`src/rtl/shift_sequencer.sv`:
```
// Multi-cycle N-position shifter built from a single-position shifter, one step per clock.
// Latency: done pulses the cycle after edge N (N=0 for op none/amount 0); start is ignored while busy.

module shifter (
    input  logic [15:0] in,
    input  logic [1:0]  shift,
    output logic [15:0] out
);
    always_comb begin
        case (shift)
            2'b01:   out = {in[14:0], 1'b0};
            2'b10:   out = {1'b0, in[15:1]};
            2'b11:   out = {in[15], in[15:1]};
            default: out = in;
        endcase
    end
endmodule

module shift_sequencer #(
    parameter int AMT_W = 4
) (
    input  logic             clk,
    input  logic             reset,
    input  logic             start,
    input  logic [15:0]      din,
    input  logic [1:0]       op,
    input  logic [AMT_W-1:0] amount,
    output logic             busy,
    output logic             done,
    output logic [15:0]      dout
);
    localparam logic [1:0] ST_IDLE  = 2'd0;
    localparam logic [1:0] ST_SHIFT = 2'd1;
    localparam logic [1:0] ST_DONE  = 2'd2;

    logic [1:0]       state_q, state_d;
    logic [15:0]      acc_q, acc_d;
    logic [AMT_W-1:0] cnt_q, cnt_d;
    logic [1:0]       op_q, op_d;
    logic [15:0]      dout_q, dout_d;
    logic [15:0]      step_dat;

    shifter u_shifter (
        .in    (acc_q),
        .shift (op_q),
        .out   (step_dat)
    );

    always_comb begin
        state_d = state_q;
        acc_d   = acc_q;
        cnt_d   = cnt_q;
        op_d    = op_q;
        dout_d  = dout_q;
        case (state_q)
            ST_IDLE: begin
                if (start) begin
                    acc_d = din;
                    op_d  = op;
                    cnt_d = amount;
                    // Zero-length or no-op requests complete without entering SHIFT.
                    if (amount == '0 || op == 2'b00) begin
                        state_d = ST_DONE;
                        dout_d  = din;
                    end else begin
                        state_d = ST_SHIFT;
                    end
                end
            end
            ST_SHIFT: begin
                acc_d = step_dat;
                cnt_d = cnt_q - AMT_W'(1);
                if (cnt_q == AMT_W'(1)) begin
                    state_d = ST_DONE;
                    dout_d  = step_dat;
                end
            end
            ST_DONE: begin
                state_d = ST_IDLE;
            end
            default: begin
                state_d = ST_IDLE;
            end
        endcase
    end

    always_ff @(posedge clk) begin
        if (reset) begin
            state_q <= ST_IDLE;
            acc_q   <= '0;
            cnt_q   <= '0;
            op_q    <= 2'b00;
            dout_q  <= '0;
        end else begin
            state_q <= state_d;
            acc_q   <= acc_d;
            cnt_q   <= cnt_d;
            op_q    <= op_d;
            dout_q  <= dout_d;
        end
    end

    assign busy = (state_q != ST_IDLE);
    assign done = (state_q == ST_DONE);
    assign dout = dout_q;
endmodule

```
`config.mk`:
```
export PLATFORM = sky130hd
export DESIGN_NAME = shift_sequencer
export DESIGN_NICKNAME = d
export VERILOG_FILES = /design/src/rtl/shift_sequencer.sv
export SDC_FILE = /design/constraint.sdc
export NUM_CORES = 1
export LEC_CHECK = 0
export BUFFER_PORTS_ARGS = -buffer_cell sky130_fd_sc_hd__clkbuf_2
export CAP_MARGIN = 30
export CORE_AREA = 4 4 67 69
export DETAILED_ROUTE_END_ITERATION = 10
export DIE_AREA = 0 0 71 73
export MAX_ROUTING_LAYER = met4
export PLACE_DENSITY_LB_ADDON = 0.1
export SYNTH_ARGS = -nofsm -noshare
export SYNTH_HDL_FRONTEND = slang
export SYNTH_SLANG_ARGS = --single-unit
```
`constraint.sdc`:
```
create_clock -name clk -period 2.7 [get_ports clk]
set_input_delay 0.27 -clock clk [delete_from_list [all_inputs] [get_ports clk]]
set_output_delay 0.27 -clock clk [all_outputs]
set_load 0.02 [all_outputs]
```
==> results <==
- The sink count of the clock tree is 40.
- The family with the most delay on the worst path is flip-flops.
- The number of placed instances, taps included, is 336.
- The worst-case IR drop observed on VDD is 0.424 mV.
- At the pin with the least slew margin, the transition time is 0.887 ns.
- The run finished with clean final reports.
- The share of the Yosys chip area taken by registers is 36.2%.
- The number of different library cells in the post-synthesis netlist is 50.
- In this run the most critical hold path is launched from op[0].
- Of all nets on the critical path, the largest fanout is 31.
- The net count of the finished layout is 320.
- The wire length per cell after detailed routing is 15.8 um.
- The worst path uses 75.3% of the clock period.
- Summing all multi-input logic gate instances after layout gives 0.00127 sq mm.
- The worst path in the final design needs a cycle of 2.03 ns, including I/O delays and setup.
- At the later pin of the worst-skew pair, clock insertion delay measures 0.30 ns.
- After routing the design area is 0.00253 sq mm.
- STA classifies the critical path startpoint as a flop.
- Entering global routing, the biggest net connects 39 pins.
- The number of cells on the worst reg-to-reg path is 4.
- Timing would allow up to 0.492 GHz.
- Of the post-synthesis cell area, the dominant cell type holds 36.2%.
- The die is 71 um wide.
- The tightest min-delay check is of the in2reg type.
- The number of rows in the core area is 23.
- The core area is 0.00391 sq mm.
- The total via count after detailed routing is 2091.
- In this run, post-CTS hold repair placed 0 buffers.
- For this run, asynchronously set or reset flops after synthesis account for 0%.
- The deepest clock path buffer count is 2.
- The deepest level of the CTS H-tree is 2.
- The max-slew violation total from the final report is 0.
- The number of buffers inserted to repair setup after CTS is 0.
- The cell count after synthesis came out at 261.
- The half-perimeter wire length of the detailed placement result is 3.65 mm.
- The initial DRC count is 92.
- Once placement finished, the instance area stood at 0.00242 sq mm.
- The worst stage delay on the critical path is 0.91 ns.
- The worst register-to-register path ends at acc_q[10].
- Global routing used 23.0% of the available tracks across all layers.
- The starting utilization of the core area is 56.5%.
- The leakage component of the power is 0.991 nW.
- The library cell used as clock root buffer is sky130_fd_sc_hd__clkbuf_8.
- Power spread over the standard cell area amounts to 683 mW/mm^2.
- The number of synthesis warnings is 0.
- The via density per instance is 6.08.
- The number of port buffers is 42.
- sky130_fd_sc_hd__dfxtp_1 takes more of the synthesized area than any other cell.
- The area used by sequential logic in the layout is 801 sq um.
- The worst endpoint required time is 2.87 ns.
- The cell area that synthesis handed to floorplanning was 0.00221 sq mm.
- Setup repair after global routing left no endpoint under its margin.
- The area added between synthesis and finish is 14.5%.
- The critical path is of the reg2reg type.
- The standard cell with the maximum stage delay on the critical path is sky130_fd_sc_hd__dfxtp_1.
- The synthesized design contains 0 enable-type register cells.
- The first global-routing pass estimated 9.27 mm of wire.
- TritonCTS built the clock tree.
- When the netlist entered floorplanning its net count stood at 288.
- The number of nets with antenna violations after detailed routing is 0.
- Summed over all layers, the global routing overflow is 0.
- The total setup violations reported at the end of the flow is 0.
- From bottom edge to top edge, the die measures 73 um.
- The count of final hold-check violations is 0.
- For the final routed database, the setup TNS stands at 0 ns.
- The die outline area is 0.00518 sq mm.
- The count of maximum capacitance violations is 0.
- The path with the worst hold slack has its endpoint at op_q[0].
- Synthesis inferred 40 register bits.
- The repair_antennas step left the layout with diodes totalling 0.
- The main flop type after synthesis is sky130_fd_sc_hd__dfxtp_1.
- The routability congestion estimate is 0.792.
- The via count of the first global-routing pass is 1899.
- The nature of the critical path endpoint is a flop.
- Ranked by total cell area, the synthesized netlist is headed by sky130_fd_sc_hd__dfxtp_1 (36%), sky130_fd_sc_hd__a211oi_1 (5.4%), sky130_fd_sc_hd__nor2_1 (4.6%), sky130_fd_sc_hd__o211ai_1 (4.4%), sky130_fd_sc_hd__a21oi_1 (3.8%).
- The total iterations of the first detailed-routing run is 4.
- The count of cells in the finished layout, fillers not included, comes to 344.
- Counting instances, the worst hold path has a depth of 3.
- The post-detailed-routing wire length is 5.43 mm.
- The CTS clock-pin slew for the worst setup and hold paths is 0.09 ns.
- The number of gates given a new drive strength after cts is 0.
- The launch instance of the worst register-to-register path is op_q[0].
- Pin placement for this block handled 43 I/O pins.
- The critical path goes through nor2_1 > a2111oi_1 > or3_1 > a21oi_1.
- The critical path contains buffers and inverters numbering 0 combined.
- The layout filler cell count is 368.
- The clock skew is 0.00922 ns.
- The setup check on the worst reg-to-reg path leaves a slack of 0.67 ns.
- The CTS buffer count is 5.
- Cells fill 64.7% of the core in the end.
- The number of remaining DRC errors is 0.
- The number of antenna violations at the first check in global routing is 0.
- The data arrival time of the critical path is 2.21 ns.
- The proportion of layout cells with a drive suffix above 1 is 24.1%.
- The synthesized area per cell is 8.48 sq um.
- The worst slew margin relative to its limit is 40.8%.
[layer usage]
layer | up-vias | track usage, % | share of wire [%]
li1 | 1043 | - | -
met1 | 983 | 30.4 | 46
met2 | 58 | 36.0 | 47
met3 | 7 | 4.68 | 6.0
met4 | 0 | 6.26 | 1.3
met5 | - | - | 0
[registers in the layout, indices dropped and copies added, names as in the netlist]
name     cells
acc_q       16
dout        16
cnt_q        4
op_q         2
state_q      2
[cells by family (layout without fill, tap and decap cells)]
group                      Yosys count  after routing  synth area share (%)
AOI/OAI and AO/OA                   82             82                  27.2
xor gates and xnor gates             1              1                 0.396
adders and majority gates            2              2                  1.13
buffers and inverters               31             64                  6.96
DFF                                 40             40                  36.2
muxes                                4              4                  1.87
and+or+nand+nor                    101            101                  26.2
[report_power, final]
part	internal [W]	leakage, nW	switching (W)
clock	0.000274	0.0541	0.000226
combinational	0.000205	0.607	0.000283
sequential	0.000666	0.329	0.0000775
[worst register-to-register path: stages (launching register included)]
cell and delay, ns:
sky130_fd_sc_hd__dfxtp_1 0.91, sky130_fd_sc_hd__nor2_1 0.17, sky130_fd_sc_hd__a2111oi_1 0.58, sky130_fd_sc_hd__or3_1 0.19
sky130_fd_sc_hd__a21oi_1 0.05
[placed cells by master (no fill, tap or decap), types with 3 or more instances in the layout]
| cell | instances |
|---|---|
| sky130_fd_sc_hd__o41ai_1 | 8 |
| sky130_fd_sc_hd__nor2b_1 | 5 |
| sky130_fd_sc_hd__o211ai_1 | 13 |
| sky130_fd_sc_hd__buf_4 | 8 |
| sky130_fd_sc_hd__or3b_1 | 8 |
| sky130_fd_sc_hd__clkbuf_8 | 5 |
| sky130_fd_sc_hd__nand3b_1 | 8 |
| sky130_fd_sc_hd__and4_4 | 5 |
| sky130_fd_sc_hd__o21ai_0 | 5 |
| sky130_fd_sc_hd__or3_1 | 9 |
| sky130_fd_sc_hd__nand2_1 | 22 |
| sky130_fd_sc_hd__a21oi_1 | 17 |
| sky130_fd_sc_hd__mux2i_1 | 3 |
| sky130_fd_sc_hd__dfxtp_1 | 40 |
| sky130_fd_sc_hd__a211oi_1 | 16 |
| sky130_fd_sc_hd__clkbuf_2 | 42 |
| sky130_fd_sc_hd__a2bb2oi_1 | 4 |
| sky130_fd_sc_hd__nor2_1 | 27 |
| sky130_fd_sc_hd__inv_1 | 6 |
| sky130_fd_sc_hd__o21ai_1 | 3 |
[how the worst max path moves through the flow]
| stage | from | end | slack (ns) | cells past startpoint |
|---|---|---|---|---|
| global placement | op_q[0] | acc_q[10] | 0.71 | 4 |
| floorplan | cnt_q[1] | dout[10] | 1.19 | 7 |
| detailed placement | op_q[0] | acc_q[10] | 0.69 | 4 |
| global route | op_q[0] | acc_q[10] | 0.47 | 4 |
| CTS | op_q[0] | acc_q[10] | 0.67 | 4 |
| finish | op_q[0] | acc_q[10] | 0.67 | 4 |
[Yosys cell counts, drive strengths merged (2+ instances only)]
master,n
o21ai,8
o41ai,10
nor3b,2
or3b,8
clkbuf,9
nor2b,6
nor3,2
o2111ai,2
inv,6
a21oi,17
a2111oi,2
nor4,2
nand2,22
nor2,27
o211ai,13
ha,2
buf,16
and3b,2
or3,9
and2,2
nand3b,8
dfxtp,40
and4,7
a2bb2oi,4
a211oi,16
o21a,2
mux2i,3
[through the flow]
stage | power, W | setup slack [ns] | hold slack, ns
2_1_floorplan | 0.00111 | 1.19 | 0.414
3_3_place_gp | 0.00124 | 0.715 | 0.461
3_5_place_dp | 0.00124 | 0.687 | 0.465
4_1_cts | 0.00173 | 0.667 | 0.235
5_1_grt | 0.00183 | 0.471 | 0.231
6_report | 0.00173 | 0.666 | 0.237
[area by class of cell]
| type | count | share of cell area (%) |
|---|---|---|
| clock buffer | 5 | 2.72 |
| multi-input combinational | 190 | 50.0 |
| timing repair buffer | 50 | 10.7 |
| tap | 50 | 2.47 |
| clock inverter | 3 | 1.68 |
| sequential | 40 | 31.6 |
| inverter | 6 | 0.889 |
(Power assumes the default switching activity.)
